File: src/rtl/hamming_frame_tx.sv
// -----------------------------------------------------------------------------
// hamming_frame_tx
//
// Transmit-side framer for the matrix-determinant datapath. Collects a frame of
// FRAME_LEN raw 11-bit words plus one 5-bit mode value. Each word is
// Hamming(15,11) encoded and the mode is Hamming(9,5) encoded, both with even
// parity. An optional single-bit error can be injected per codeword. The frame
// is buffered and then replayed as one gap-free burst.
//
// Codeword bit layout: position p (1-based, parity at 1,2,4,8) sits at
// out_data[15-p] / out_mode[9-p].
//
// Ports
//   clk          system clock, rising edge
//   rst          synchronous, active-high reset
//   up_valid     upstream word valid
//   up_ready     block accepts a word this cycle (high in LOAD, low in SEND)
//   up_data      raw 11-bit word
//   up_mode      raw 5-bit mode, sampled with word 0 only
//   up_err_pos   0 = clean, 1..15 = flip that data-codeword position
//   up_mode_err  0 = clean, 1..9 = flip that mode-codeword position, 10..15 = clean
//   out_valid    burst beat valid
//   out_data     15-bit data codeword (0 when out_valid is low)
//   out_mode     9-bit mode codeword on beat 0, 0 otherwise
//   busy         high from the first accepted word through the last beat
//   dbg_state    current FSM state (0 = LOAD, 1 = SEND)
//
// Handshake: an upstream word moves on every rising edge where
// up_valid && up_ready. up_ready is a pure decode of the state flop, so it
// never depends combinationally on up_valid. The downstream side has no
// backpressure: once out_valid rises it stays high for FRAME_LEN cycles.
// -----------------------------------------------------------------------------
module hamming_frame_tx #(
  parameter int FRAME_LEN = 16
) (
  input  logic        clk,
  input  logic        rst,
  input  logic        up_valid,
  output logic        up_ready,
  input  logic [10:0] up_data,
  input  logic [4:0]  up_mode,
  input  logic [3:0]  up_err_pos,
  input  logic [3:0]  up_mode_err,
  output logic        out_valid,
  output logic [14:0] out_data,
  output logic [8:0]  out_mode,
  output logic        busy,
  output logic        dbg_state
);

  localparam int CW = $clog2(FRAME_LEN);
  localparam logic [CW-1:0] LAST = CW'(FRAME_LEN - 1);

  typedef enum logic {
    LOAD = 1'b0,
    SEND = 1'b1
  } state_t;

  state_t        state, next_state;
  logic [CW-1:0] cnt;
  logic [8:0]    mode_reg;
  logic [14:0]   buffer [FRAME_LEN];
  logic          accept;
  logic [14:0]   enc_word;
  logic [8:0]    enc_mode;

  // Codeword order is {p1,p2,d10,p4,d9,d8,d7,p8,d6..d0}.
  function automatic logic [14:0] encode_data(input logic [10:0] d);
    logic p1, p2, p4, p8;
    p1 = d[10] ^ d[9] ^ d[7] ^ d[6] ^ d[4] ^ d[2] ^ d[0];
    p2 = d[10] ^ d[8] ^ d[7] ^ d[5] ^ d[4] ^ d[1] ^ d[0];
    p4 = d[9]  ^ d[8] ^ d[7] ^ d[3] ^ d[2] ^ d[1] ^ d[0];
    p8 = d[6]  ^ d[5] ^ d[4] ^ d[3] ^ d[2] ^ d[1] ^ d[0];
    return {p1, p2, d[10], p4, d[9], d[8], d[7], p8, d[6:0]};
  endfunction

  // Codeword order is {p1,p2,m4,p4,m3,m2,m1,p8,m0}.
  function automatic logic [8:0] encode_mode(input logic [4:0] m);
    logic p1, p2, p4, p8;
    p1 = m[4] ^ m[3] ^ m[1] ^ m[0];
    p2 = m[4] ^ m[2] ^ m[1];
    p4 = m[3] ^ m[2] ^ m[1];
    p8 = m[0];
    return {p1, p2, m[4], p4, m[3], m[2], m[1], p8, m[0]};
  endfunction

  // Position p lives at bit (15-p): position 1 is the MSB, so shift down from it.
  function automatic logic [14:0] data_flip(input logic [3:0] pos);
    if (pos == 4'd0) return 15'h0000;
    return 15'h4000 >> (pos - 4'd1);
  endfunction

  function automatic logic [8:0] mode_flip(input logic [3:0] pos);
    if (pos == 4'd0 || pos > 4'd9) return 9'h000;
    return 9'h100 >> (pos - 4'd1);
  endfunction

  assign accept   = up_valid && (state == LOAD);
  assign enc_word = encode_data(up_data) ^ data_flip(up_err_pos);
  assign enc_mode = encode_mode(up_mode) ^ mode_flip(up_mode_err);

  // State register
  always_ff @(posedge clk) begin
    if (rst) state <= LOAD;
    else     state <= next_state;
  end

  // Next state and all outputs, decoded from registered state.
  always_comb begin
    next_state = state;
    up_ready   = 1'b0;
    out_valid  = 1'b0;
    out_data   = 15'h0000;
    out_mode   = 9'h000;
    busy       = 1'b0;
    dbg_state  = state;
    case (state)
      LOAD: begin
        up_ready = 1'b1;
        // cnt != 0 means word 0 has been taken: busy from accept+1 onward.
        busy     = (cnt != '0);
        if (accept && cnt == LAST) next_state = SEND;
      end
      SEND: begin
        out_valid = 1'b1;
        busy      = 1'b1;
        out_data  = buffer[cnt];
        out_mode  = (cnt == '0) ? mode_reg : 9'h000;
        if (cnt == LAST) next_state = LOAD;
      end
      default: next_state = LOAD;
    endcase
  end

  // Word counter (load index in LOAD, beat index in SEND) and mode register.
  always_ff @(posedge clk) begin
    if (rst) begin
      cnt      <= '0;
      mode_reg <= 9'h000;
    end else begin
      case (state)
        LOAD: begin
          if (accept) begin
            if (cnt == '0) mode_reg <= enc_mode;
            cnt <= (cnt == LAST) ? '0 : cnt + 1'b1;
          end
        end
        SEND: cnt <= (cnt == LAST) ? '0 : cnt + 1'b1;
        default: cnt <= '0;
      endcase
    end
  end

  // Frame buffer; contents are meaningless until written, so no reset.
  always_ff @(posedge clk) begin
    if (!rst && accept) buffer[cnt] <= enc_word;
  end

endmodule

File: config.mk
export PLATFORM = sky130hd
export DESIGN_NAME = hamming_frame_tx
export DESIGN_NICKNAME = d
export VERILOG_FILES = /design/src/rtl/hamming_frame_tx.sv
export SDC_FILE = /design/constraint.sdc
export NUM_CORES = 1
export LEC_CHECK = 0
export BUFFER_PORTS_ARGS = -buffer_cell sky130_fd_sc_hd__buf_4
export CORE_ASPECT_RATIO = 0.7
export CORE_MARGIN = 5
export CORE_UTILIZATION = 55
export DETAILED_ROUTE_END_ITERATION = 6
export PLACE_DENSITY = 0.82
export SKIP_CTS_REPAIR_TIMING = 1
export SKIP_LAST_GASP = 1
export SLEW_MARGIN = 20
export SYNTH_ARGS = -nofsm -noshare
export SYNTH_HDL_FRONTEND = slang
export SYNTH_SLANG_ARGS = --single-unit
export TNS_END_PERCENT = 10
File: constraint.sdc
create_clock -name clk -period 2.4 [get_ports clk]
set_input_delay 0.24 -clock clk [delete_from_list [all_inputs] [get_ports clk]]
set_output_delay 0.24 -clock clk [all_outputs]
set_load 0.01 [all_outputs]
==> run summary <==
The run finished, with violations left. The checks that failed: negative setup slack. The chip width was 177 um.

Using the TritonRoute via totals, the vias-per-cell ratio works out to 6.30. The setup total negative slack was -0.811 ns; the cell area power density was 770 mW/mm2. Sort of element at the end of the critical path: a primary output.

The count of TritonRoute iterations in the first routing pass is 5, and the maximum clock insertion buffer count is 3. The count of buffer and inverter cells on the critical path came out at 3. The number of endpoints with negative hold slack in the final report is 0.

The number of clock sinks was 258; the mux share of post-synthesis cell area was 16.8%. In this run the tightest slew margin relative to its limit is 32.5%. The netlist area before placement is 0.0108 mm2. Clock latency on the worst-skew pair, taken at its later pin, is 0.52 ns.

Synthesis handed over a netlist of 567 instances. The share of async-settable or async-resettable flops after synthesis is 0%, and the largest driver fanout on the critical path is 6. The logs give 0.0226 mm2 for the total die area and -0.112 ns for the worst path setup slack after routing. The share of post-route cells with drive strength above 1 works out to 28.8%. In this run, synthesis produced a sequential element count of 258. Across the run, the number of max-cap violations was 0.

The run gives 55 as the number of primary I/O pins. Leaving out fill and tap cells, the most frequent cell in the layout is sky130_fd_sc_hd__edfxtp_1. The share of the yosys chip area belonging to registers came out at 70.1%. The worst stage delay on the critical path is 0.55 ns. The global-route wire length before repair is 35400 um, and the proportion of netlist area held by the largest area contributor is 66.8%. For this run, the leading register cell type out of synthesis is sky130_fd_sc_hd__edfxtp_1.

The initial antenna violation count is 0. The clock tree root buffer cell was sky130_fd_sc_hd__clkbuf_16. Path type of the worst min-delay path: primary input to flop. Entering global routing, the biggest net connects 61 pins. The number of nets in the layout was 691; the number of vias in the routed layout was 5906. The max-slew violation count was 0; the core area was 0.0191 mm2. The CTS buffer count came out at 25. In the layout the commonest cells are sky130_fd_sc_hd__edfxtp_1, sky130_fd_sc_hd__buf_4, sky130_fd_sc_hd__mux4_2.

The area growth from synthesis to layout works out to 17.2%. Combinational family with the most area after synthesis: multiplexers. For the worst setup path, the data required time is 2.16 ns. The share of the clock period used by the worst path came out at 105%. The count of final setup violators is 15. Sorting the synthesized cells by area gives the leading types as sky130_fd_sc_hd__edfxtp_1, sky130_fd_sc_hd__mux4_1, sky130_fd_sc_hd__mux4_2. Port buffering added 54 buffers. Summed over all nets, the half-perimeter wirelength after detailed placement is 13100 um. The tools report the level count of the clock H-tree as 1.

The effective utilization at floorplan came out at 56.6%. The run gives 42 as the number of cell rows. Among cell families on the critical path, the largest total delay comes from multiplexers. Setup repair after global routing could not meet its margin everywhere. The slowest stage of the critical path is the sky130_fd_sc_hd__mux4_2 cell.

Upper clock frequency limit: 398 MHz. The cell taking the most area after synthesis was sky130_fd_sc_hd__edfxtp_1. STA classifies the critical path startpoint as a flop. Counting I/O delays and the setup requirement, the final critical path takes 2.51 ns. The first routing iteration left 640 violations. The synthesized-area fraction occupied by adder cells is 0.695%. Of the total synthesized cell area, the portion taken by XOR and XNOR cells is 3.98%. The number of different library cells used by synthesis comes to 37. The count of nets left with antenna violations once routing finished came out at 0.

Clock-pin slew was measured on the worst setup and hold paths at 0.06 ns. Walking the worst path, the cells encountered are buf_12 > clkbuf_16 > mux4_2 > mux2i_1 > o22ai_1 > buf_4. After detailed routing, the total wire length is 25700 um.

The worst-case IR drop observed on VDD is 0.619 mV. The number of antenna diodes in the final layout is 0. For this run the aggregate overflow at the end of global routing stands at 0. The post-synthesis compound-gate area fraction is 2.02%.

The average cell area after synthesis is 19.0 um2, and the transition at the pin with the smallest max-transition slack is 1.01 ns. The Yosys step of the flow raised 0 warnings. At the end of routability-driven placement, the weighted congestion stood at 0.818. The routed wire length per instance was 27.4 um. The synthesized netlist devotes 4.40% of its cell area to simple gates. TritonCTS built the clock tree. The smallest hold slack was 0.0472 ns. The run gives 9740 uW as the final total power. In this run the vertical extent of the chip is 127 um. The leakage power is 0.00414 uW.

The DRC violation count after routing is 0. The data arrival time at the worst-slack endpoint is 2.27 ns. The number of enable-type register cells in the synthesized netlist was 240. The total global-route track usage was 21.0%. The critical path in this run is classified as flop to primary output.

The clock arrives with 0.0203 ns of skew. The via count of the first global-routing pass is 5705, and the number of nets in the synthesized netlist is 600. The number of flip-flops in the largest register is 240.
==> routing by layer <==
layer  GRT usage (%)  vias up  share of wire [%]
met5               0        -                  0
li1                -     2449                  -
met1            30.9     2987                 37
met2            33.1      407                 48
met3            3.66       63                 11
met4            5.73        0                3.4
==> per-stage QoR <==
stage                     worst slack (ns)  util, %  std cells  cell area, um2
after CTS                           -0.226     64.9        925           12400
after detailed placement             0.209     60.9        882           11600
after floorplan                    -0.0569        -        567           10800
final                               -0.112     66.3        938           12700
after global routing                -0.152     66.3        938           12700
after global placement               0.317     60.9        882           11600
==> final cells by class <==
cell class	count	area, um2
clock inverter	12	106
tap	264	330
sequential	258	7570
fill	1158	6420
timing repair buffer	97	935
multi-input combinational	272	3050
inverter	4	15.0
clock buffer	31	648
==> cell usage after synthesis (11+ instances only) <==
| library cell | n |
|---|---|
| sky130_fd_sc_hd__o22ai_1 | 15 |
| sky130_fd_sc_hd__mux2i_1 | 31 |
| sky130_fd_sc_hd__buf_2 | 12 |
| sky130_fd_sc_hd__nor2_1 | 30 |
| sky130_fd_sc_hd__mux4_2 | 20 |
| sky130_fd_sc_hd__nand2_1 | 12 |
| sky130_fd_sc_hd__mux4_1 | 40 |
| sky130_fd_sc_hd__xor2_1 | 16 |
| sky130_fd_sc_hd__nor3_1 | 11 |
| sky130_fd_sc_hd__dfxtp_1 | 18 |
| sky130_fd_sc_hd__edfxtp_1 | 240 |
| sky130_fd_sc_hd__xnor2_1 | 33 |
==> report_power, final <==
part           switching (uW)  internal [uW]
Sequential               26.6           5110
Combinational             518            396
Clock                    1570           2120
==> final timing paths <==
path	startpoint	end	slack, ns	depth (start not counted)
setup reg to reg	dbg_state$_SDFF_PP0_	buffer[6][5]$_DFFE_PP_	0.48	5
hold reg to reg	mode_reg[2]$_SDFFE_PP0P_	mode_reg[2]$_SDFFE_PP0P_	0.50	2
setup / recovery	flop	out_data[9]	-0.11	6
hold / removal	rst	mode_reg[0]$_SDFFE_PP0P_	0.05	2
==> kinds of logic after synthesis <==
kind of cell | after synthesis
buf+inv | 37
fa+ha+maj | 6
flops | 258
compound gates | 34
mux | 91
simple gates | 92
xor+xnor | 49
No activity file was read; power rests on OpenSTA's default activity.
